[src/rtl/iter_divider_if.sv]
// ============================================================================
//  iter_divider_if : request/response bundle for the iterative divider
//  Revision 1.0
// ============================================================================
`default_nettype none

interface iter_divider_if #(
  parameter int WORD_WIDTH = 8
);
  logic                  in_valid;
  logic                  in_ready;
  logic                  is_signed;
  logic [WORD_WIDTH-1:0] dividend;
  logic [WORD_WIDTH-1:0] divisor;
  logic                  out_valid;
  logic                  out_ready;
  logic [WORD_WIDTH-1:0] quot;
  logic [WORD_WIDTH-1:0] rem;
  logic                  div_by_zero;
  logic                  overflow;

  modport master (
    output in_valid, is_signed, dividend, divisor, out_ready,
    input  in_ready, out_valid, quot, rem, div_by_zero, overflow
  );

  modport slave (
    input  in_valid, is_signed, dividend, divisor, out_ready,
    output in_ready, out_valid, quot, rem, div_by_zero, overflow
  );
endinterface

`default_nettype wire

[src/rtl/iter_divider.sv]
// ============================================================================
//  iter_divider : fixed-latency restoring divider, signed/unsigned, with
//                 divide-by-zero and signed-overflow handling
//  Revision 1.0
// ============================================================================
`default_nettype none

module iter_divider #(
  parameter int WORD_WIDTH = 8,
  parameter int CNT_WIDTH  = $clog2(WORD_WIDTH + 1)
) (
  input  wire logic     clk,
  input  wire logic     reset,
  iter_divider_if.slave dif
);

  localparam logic [WORD_WIDTH-1:0] c_all_ones  = '1;
  localparam logic [WORD_WIDTH-1:0] c_most_neg  = {1'b1, {(WORD_WIDTH-1){1'b0}}};
  localparam logic [CNT_WIDTH-1:0]  c_last_step = CNT_WIDTH'(WORD_WIDTH - 1);

  typedef enum logic [2:0] {
    S_IDLE  = 3'd0,
    S_PREP  = 3'd1,
    S_CALC  = 3'd2,
    S_FIXUP = 3'd3,
    S_DONE  = 3'd4
  } state_t;

  state_t r_state;
  state_t w_state_nxt;

  logic [WORD_WIDTH-1:0] r_dvd;
  logic [WORD_WIDTH-1:0] r_dvs;
  logic                  r_sgn;
  logic [WORD_WIDTH-1:0] r_mag_s;
  logic [WORD_WIDTH-1:0] r_q;
  logic [WORD_WIDTH:0]   r_acc;
  logic [CNT_WIDTH-1:0]  r_cnt;
  logic                  r_q_neg;
  logic                  r_r_neg;
  logic                  r_dbz;
  logic                  r_ovf;
  logic [WORD_WIDTH-1:0] r_quot;
  logic [WORD_WIDTH-1:0] r_rem;

  logic                  w_dvd_neg;
  logic                  w_dvs_neg;
  logic [WORD_WIDTH-1:0] w_mag_d;
  logic [WORD_WIDTH-1:0] w_mag_s;
  logic [WORD_WIDTH+1:0] w_shift;
  logic [WORD_WIDTH+1:0] w_diff;
  logic                  w_fits;

  always_ff @(posedge clk) begin
    if (reset) begin
      r_state <= S_IDLE;
    end else begin
      r_state <= w_state_nxt;
    end
  end

  always_comb begin
    w_state_nxt = r_state;
    case (r_state)
      S_IDLE:  if (dif.in_valid) w_state_nxt = S_PREP;
      S_PREP:  w_state_nxt = S_CALC;
      S_CALC:  if (r_cnt == c_last_step) w_state_nxt = S_FIXUP;
      S_FIXUP: w_state_nxt = S_DONE;
      S_DONE:  if (dif.out_ready) w_state_nxt = S_IDLE;
      default: w_state_nxt = S_IDLE;
    endcase
  end

  // The partial remainder is kept one bit wider than the operands and the
  // shifted trial value one more, so the borrow of the trial subtraction is
  // an explicit bit even when an unsigned divisor has its MSB set.
  always_comb begin
    w_dvd_neg = r_sgn & r_dvd[WORD_WIDTH-1];
    w_dvs_neg = r_sgn & r_dvs[WORD_WIDTH-1];
    w_mag_d   = w_dvd_neg ? (~r_dvd + 1'b1) : r_dvd;
    w_mag_s   = w_dvs_neg ? (~r_dvs + 1'b1) : r_dvs;
    w_shift   = {r_acc, r_q[WORD_WIDTH-1]};
    w_diff    = w_shift - {2'b00, r_mag_s};
    w_fits    = ~w_diff[WORD_WIDTH+1];
  end

  always_ff @(posedge clk) begin
    if (reset) begin
      r_dvd   <= '0;
      r_dvs   <= '0;
      r_sgn   <= 1'b0;
      r_mag_s <= '0;
      r_q     <= '0;
      r_acc   <= '0;
      r_cnt   <= '0;
      r_q_neg <= 1'b0;
      r_r_neg <= 1'b0;
      r_dbz   <= 1'b0;
      r_ovf   <= 1'b0;
      r_quot  <= '0;
      r_rem   <= '0;
    end else begin
      case (r_state)
        S_IDLE: begin
          if (dif.in_valid) begin
            r_dvd <= dif.dividend;
            r_dvs <= dif.divisor;
            r_sgn <= dif.is_signed;
          end
        end
        S_PREP: begin
          r_q     <= w_mag_d;
          r_mag_s <= w_mag_s;
          r_acc   <= '0;
          r_cnt   <= '0;
          r_q_neg <= w_dvd_neg ^ w_dvs_neg;
          r_r_neg <= w_dvd_neg;
          r_dbz   <= (r_dvs == '0);
          r_ovf   <= r_sgn && (r_dvd == c_most_neg) && (r_dvs == c_all_ones);
        end
        S_CALC: begin
          r_acc <= w_fits ? w_diff[WORD_WIDTH:0] : w_shift[WORD_WIDTH:0];
          r_q   <= {r_q[WORD_WIDTH-2:0], w_fits};
          r_cnt <= r_cnt + 1'b1;
        end
        S_FIXUP: begin
          // Exceptions still ran the full iteration so latency never varies.
          if (r_dbz) begin
            r_quot <= c_all_ones;
            r_rem  <= r_dvd;
          end else if (r_ovf) begin
            r_quot <= r_dvd;
            r_rem  <= '0;
          end else begin
            r_quot <= r_q_neg ? (~r_q + 1'b1) : r_q;
            r_rem  <= r_r_neg ? (~r_acc[WORD_WIDTH-1:0] + 1'b1) : r_acc[WORD_WIDTH-1:0];
          end
        end
        default: begin
        end
      endcase
    end
  end

  assign dif.in_ready    = (r_state == S_IDLE);
  assign dif.out_valid   = (r_state == S_DONE);
  assign dif.quot        = r_quot;
  assign dif.rem         = r_rem;
  assign dif.div_by_zero = (r_state == S_DONE) & r_dbz;
  assign dif.overflow    = (r_state == S_DONE) & r_ovf;

endmodule

`default_nettype wire

[src/flat_wrapper.sv]
// flat-port wrapper written by rule: the top's interface ports become plain ports
module iter_divider_flat 
#(
  parameter int WORD_WIDTH = 8,
  parameter int CNT_WIDTH  = $clog2(WORD_WIDTH + 1)
)
  (clk, reset, dif_in_valid, dif_is_signed, dif_dividend, dif_divisor, dif_out_ready, dif_in_ready, dif_out_valid, dif_quot, dif_rem, dif_div_by_zero, dif_overflow);
  iter_divider_if #(.WORD_WIDTH(WORD_WIDTH)) dif_i ();
  input  wire logic clk;
  input  wire logic reset;
  input wire logic [$bits(dif_i.in_valid)-1:0] dif_in_valid;
  input wire logic [$bits(dif_i.is_signed)-1:0] dif_is_signed;
  input wire logic [$bits(dif_i.dividend)-1:0] dif_dividend;
  input wire logic [$bits(dif_i.divisor)-1:0] dif_divisor;
  input wire logic [$bits(dif_i.out_ready)-1:0] dif_out_ready;
  output wire logic [$bits(dif_i.in_ready)-1:0] dif_in_ready;
  output wire logic [$bits(dif_i.out_valid)-1:0] dif_out_valid;
  output wire logic [$bits(dif_i.quot)-1:0] dif_quot;
  output wire logic [$bits(dif_i.rem)-1:0] dif_rem;
  output wire logic [$bits(dif_i.div_by_zero)-1:0] dif_div_by_zero;
  output wire logic [$bits(dif_i.overflow)-1:0] dif_overflow;
  assign dif_i.in_valid = dif_in_valid;
  assign dif_i.is_signed = dif_is_signed;
  assign dif_i.dividend = dif_dividend;
  assign dif_i.divisor = dif_divisor;
  assign dif_i.out_ready = dif_out_ready;
  assign dif_in_ready = dif_i.in_ready;
  assign dif_out_valid = dif_i.out_valid;
  assign dif_quot = dif_i.quot;
  assign dif_rem = dif_i.rem;
  assign dif_div_by_zero = dif_i.div_by_zero;
  assign dif_overflow = dif_i.overflow;
  iter_divider #(.WORD_WIDTH(WORD_WIDTH), .CNT_WIDTH(CNT_WIDTH)) u_core (.clk(clk), .reset(reset), .dif(dif_i));
endmodule
[config.mk]
export PLATFORM = sky130hd
export DESIGN_NAME = iter_divider_flat
export DESIGN_NICKNAME = d
export VERILOG_FILES = /design/src/rtl/iter_divider_if.sv /design/src/rtl/iter_divider.sv /design/src/flat_wrapper.sv
export SDC_FILE = /design/constraint.sdc
export NUM_CORES = 1
export LEC_CHECK = 0
export ABC_CLOCK_PERIOD_IN_PS = 3400
export CAP_MARGIN = 20
export CORE_UTILIZATION = 60
export DETAILED_ROUTE_END_ITERATION = 12
export PLACE_DENSITY_LB_ADDON = 0.12
export SYNTH_ARGS = -nofsm -noshare
export SYNTH_HDL_FRONTEND = slang
export SYNTH_SLANG_ARGS = --single-unit
export TNS_END_PERCENT = 1
[constraint.sdc]
create_clock -name clk -period 3.4 [get_ports clk]
set_input_delay 0.51 -clock clk [delete_from_list [all_inputs] [get_ports clk]]
set_output_delay 0.51 -clock clk [all_outputs]
set_load 0.005 [all_outputs]
==> run summary <==
Gate count after technology mapping - 478
Arrival @ worst endpoint - 1.97 ns
CTS Root Cell - clkbuf_8
Status - completed
M2 GR Usage - 44.7%
Detailed-placement wirelength estimate - 6.27 mm
Max VDD drop - 0.364 mV
Site Rows - 28
Switching Share - 30.2%
Min Tclk post-route - 2.48 ns
Max-Cap Viols - 0
Worst Tran Pin Value - 0.985 ns
Die Ht - 81.1 um
Hold WC Path Type - reg2reg
Ports - 41
Initial antenna violation count - 0
Yosys warns - 0
Setup crit start - u_core.r_state[2]
Critical-path maximum fanout - 7
Vias - 3,512
Hold-fix buffers at CTS - 0
Post-route insts no fill - 586
Post-synthesis cell type count - 52
WL per Instance - 15.0 um
Fin. max-slew vios - 0
Gate power share - 20.0%
#FFs+latches synth - 69
Number of synthesized flops with an enable pin - 0
Fill cells - 478
Sequential power share - 43.0%
Peak Freq - 0.403 GHz
Pint - 1.49 mW
Share of layout cells above drive strength 1 - 6.07%
Asr flop ratio synth - 0%
Worst Hold Launch - u_core.r_mag_s[7]
Post-CTS sizing - 0
Port Buffers - 40
Met1 Use GR - 38.0%
Register area share after synthesis - 36.8%
Static Leakage - 1.63 nW
Core Area - 5990 sq um
CP endpoint kind - primary output
Inserted Diodes - 0
Clock-pin slew of the registers on the worst-case setup and hold paths - 0.08 ns
Pin count of the biggest net entering global routing - 36
WHS - 0.457 ns
Grt ovf - 0
CTS tree - built
WL final - 8.77 mm
Grt peak-use layer - met2
Clock skew - 0.0113 ns
RSZ-0062 raised after global routing - false
Vias in the first global route - 3,105
Deepest clock path buffer count - 2
Postcts setup bufs - 0
Clk network pwr share - 36.9%
Critical path required time - 2.89 ns
Max_slew headroom - 34.0%
Kind of critical path - reg2out
Drt pass-1 iters - 6
DRT antenna net count - 0
Worst r2r src - u_core.r_acc[3]
Top_reg_cell synth - dfxtp_1
Syn-to-layout area delta - 17.5%
# nets final - 542
TritonCTS buffer count - 9
Cell area after synthesis - 3760 sq um
Initial core utilization - 62.7%
CTS Sinks - 69
Tcrit/Tclk final - 72.9%
Total GRT Usage - 28.6%
DRC violation count after routing - 0
Final Hold Fails - 0
Overall die width - 81.1 um
Placed Instances - 570
Die footprint - 6580 sq um
Final setup fails - 0
Routability cong. - 0.880
Final Instance Area - 4420 sq um
Post-Syn Area per Cell - 7.86 sq um
Post-synth net total - 514
CP startpoint kind - register
DRC marker count from the first detailed-route iteration - 264
First-pass GRT wire length - 14.3 mm
DP Area - 4180 sq um
Sw power - 642 uW
Total negative slack - 0 ns
Clock latency on the worst-skew pair - 0.35 ns
Via density - 5.99
Met3 usage - 5.84%
Power per cell area - 483 nW/um^2
H-tree depth - 3
==> synth_stat cells (all sizes together), types with 2 or more instances <==
| library cell | count | share of area [%] |
|---|---|---|
| o21ai | 11 | 1.5 |
| inv | 25 | 2.5 |
| a211oi | 11 | 2.2 |
| and3 | 2 | 0.33 |
| nand4 | 5 | 0.83 |
| or3 | 7 | 1.2 |
| and2 | 4 | 0.67 |
| o211ai | 9 | 1.8 |
| nand2b | 7 | 1.2 |
| buf | 8 | 1.1 |
| o21bai | 2 | 0.40 |
| mux2i | 8 | 2.1 |
| nor3 | 18 | 2.4 |
| o22ai | 2 | 0.33 |
| nand3 | 11 | 1.5 |
| a221oi | 7 | 1.8 |
| xnor2 | 17 | 4.0 |
| nor2b | 2 | 0.33 |
| nor4 | 4 | 0.67 |
| or4 | 2 | 0.50 |
| o31ai | 5 | 1.0 |
| dfxtp | 69 | 37 |
| nand2 | 71 | 7.1 |
| a311oi | 3 | 0.70 |
| a21oi | 41 | 5.5 |
| nor2 | 50 | 5.0 |
| or2 | 2 | 0.33 |
| a21o | 5 | 1.0 |
| o2111ai | 2 | 0.47 |
| xor2 | 9 | 2.1 |
| ha | 14 | 4.7 |
| a22oi | 3 | 0.60 |
| a222oi | 5 | 1.3 |
| clkbuf | 22 | 2.2 |
| a21boi | 3 | 0.60 |
==> layout by cell type (no fill, tap or decap), types with 4 or more instances in the layout <==
cell             count
dfxtp_1             69
a21o_1               5
o21ai_0             11
nand4_1              5
inv_1               24
a222oi_1             5
buf_4                7
clkdlybuf4s50_1     39
and2_1               4
mux2i_1              8
a211oi_1            11
nor3_1              17
nor4_1               4
nor2_1              50
nand3_1             11
xnor2_1             17
xor2_1               9
nand2b_1             7
ha_1                14
or3_1                7
a221oi_1             6
o211ai_1             9
a21oi_1             41
o31ai_1              5
nand2_1             71
clkbuf_8            11
==> layer usage <==
metal | wire length (um) | up-vias
li1 | - | 1743
met1 | 4050 | 1633
met2 | 4090 | 119
met3 | 461 | 17
met4 | 170 | 0
met5 | 0 | -
==> sequential cells by signal, summed over array words and instances, names as in the netlist <==
signal           cells
u_core.r_dvd         8
u_core.r_dvs         8
u_core.r_dbz         1
u_core.r_ovf         1
u_core.r_r_neg       1
u_core.r_mag_s       8
u_core.r_acc         9
u_core.r_q           8
u_core.dif.quot      8
u_core.r_sgn         1
u_core.r_state       3
u_core.r_q_neg       1
u_core.r_cnt         4
u_core.dif.rem       8
==> power by group through the flow <==
stage,combinational [mW],clock (mW),sequential [mW]
CTS,0.423,0.793,0.915
global route,0.479,0.822,0.924
floorplan,0.331,0,0.907
detailed placement,0.420,0,0.934
finish,0.427,0.787,0.917
global placement,0.411,0,0.932
==> cells by family (layout without fill, tap and decap cells) <==
logic type | after synthesis | count (layout) | synth area share [%]
AO/OA/AOI/OAI | 118 | 118 | 21.8
XOR/XNOR | 26 | 26 | 6.06
adder cells (fa/ha/maj) | 15 | 15 | 5.19
buffers and inverters | 55 | 88 | 5.76
flip-flops | 69 | 69 | 36.8
multiplexers | 8 | 8 | 2.13
AND/OR/NAND/NOR | 187 | 187 | 22.3
==> metrics by stage <==
stage	setup slack [ns]	util, %	power (mW)
finish	0.920	73.7	2.13
global route	0.798	73.7	2.22
CTS	0.923	73.7	2.13
detailed placement	1.04	69.8	1.35
global placement	1.11	69.8	1.34
floorplan	1.41	-	1.24
==> critical path, cell delays in order (launching register included) <==
cell             delay, ns
dfxtp_1               0.44
nor3b_1               0.42
and2_1                0.23
clkdlybuf4s50_1       0.53
==> final timing paths <==
| kind | to | slack, ns | depth (start not counted) |
|---|---|---|---|
| worst max-delay path | dif_div_by_zero | 0.92 | 3 |
| worst max register to register | u_core.r_acc[1] | 0.99 | 6 |
| worst min-delay path | u_core.r_mag_s[7] | 0.46 | 2 |
| worst min register to register | u_core.r_mag_s[7] | 0.46 | 2 |
==> final cells by class <==
| class | instances | area, sq um | share of cell area (%) |
|---|---|---|---|
| Multi-Input combinational cell | 354 | 2170 | 49.1 |
| Sequential cell | 69 | 1380 | 31.3 |
| Timing Repair Buffer | 47 | 448 | 10.1 |
| Clock buffer | 11 | 151 | 3.43 |
| Inverter | 25 | 93.8 | 2.13 |
| Tap cell | 75 | 93.8 | 2.13 |
| Clock inverter | 5 | 81.3 | 1.84 |
Note: power is estimated with default switching activity, not from simulation.
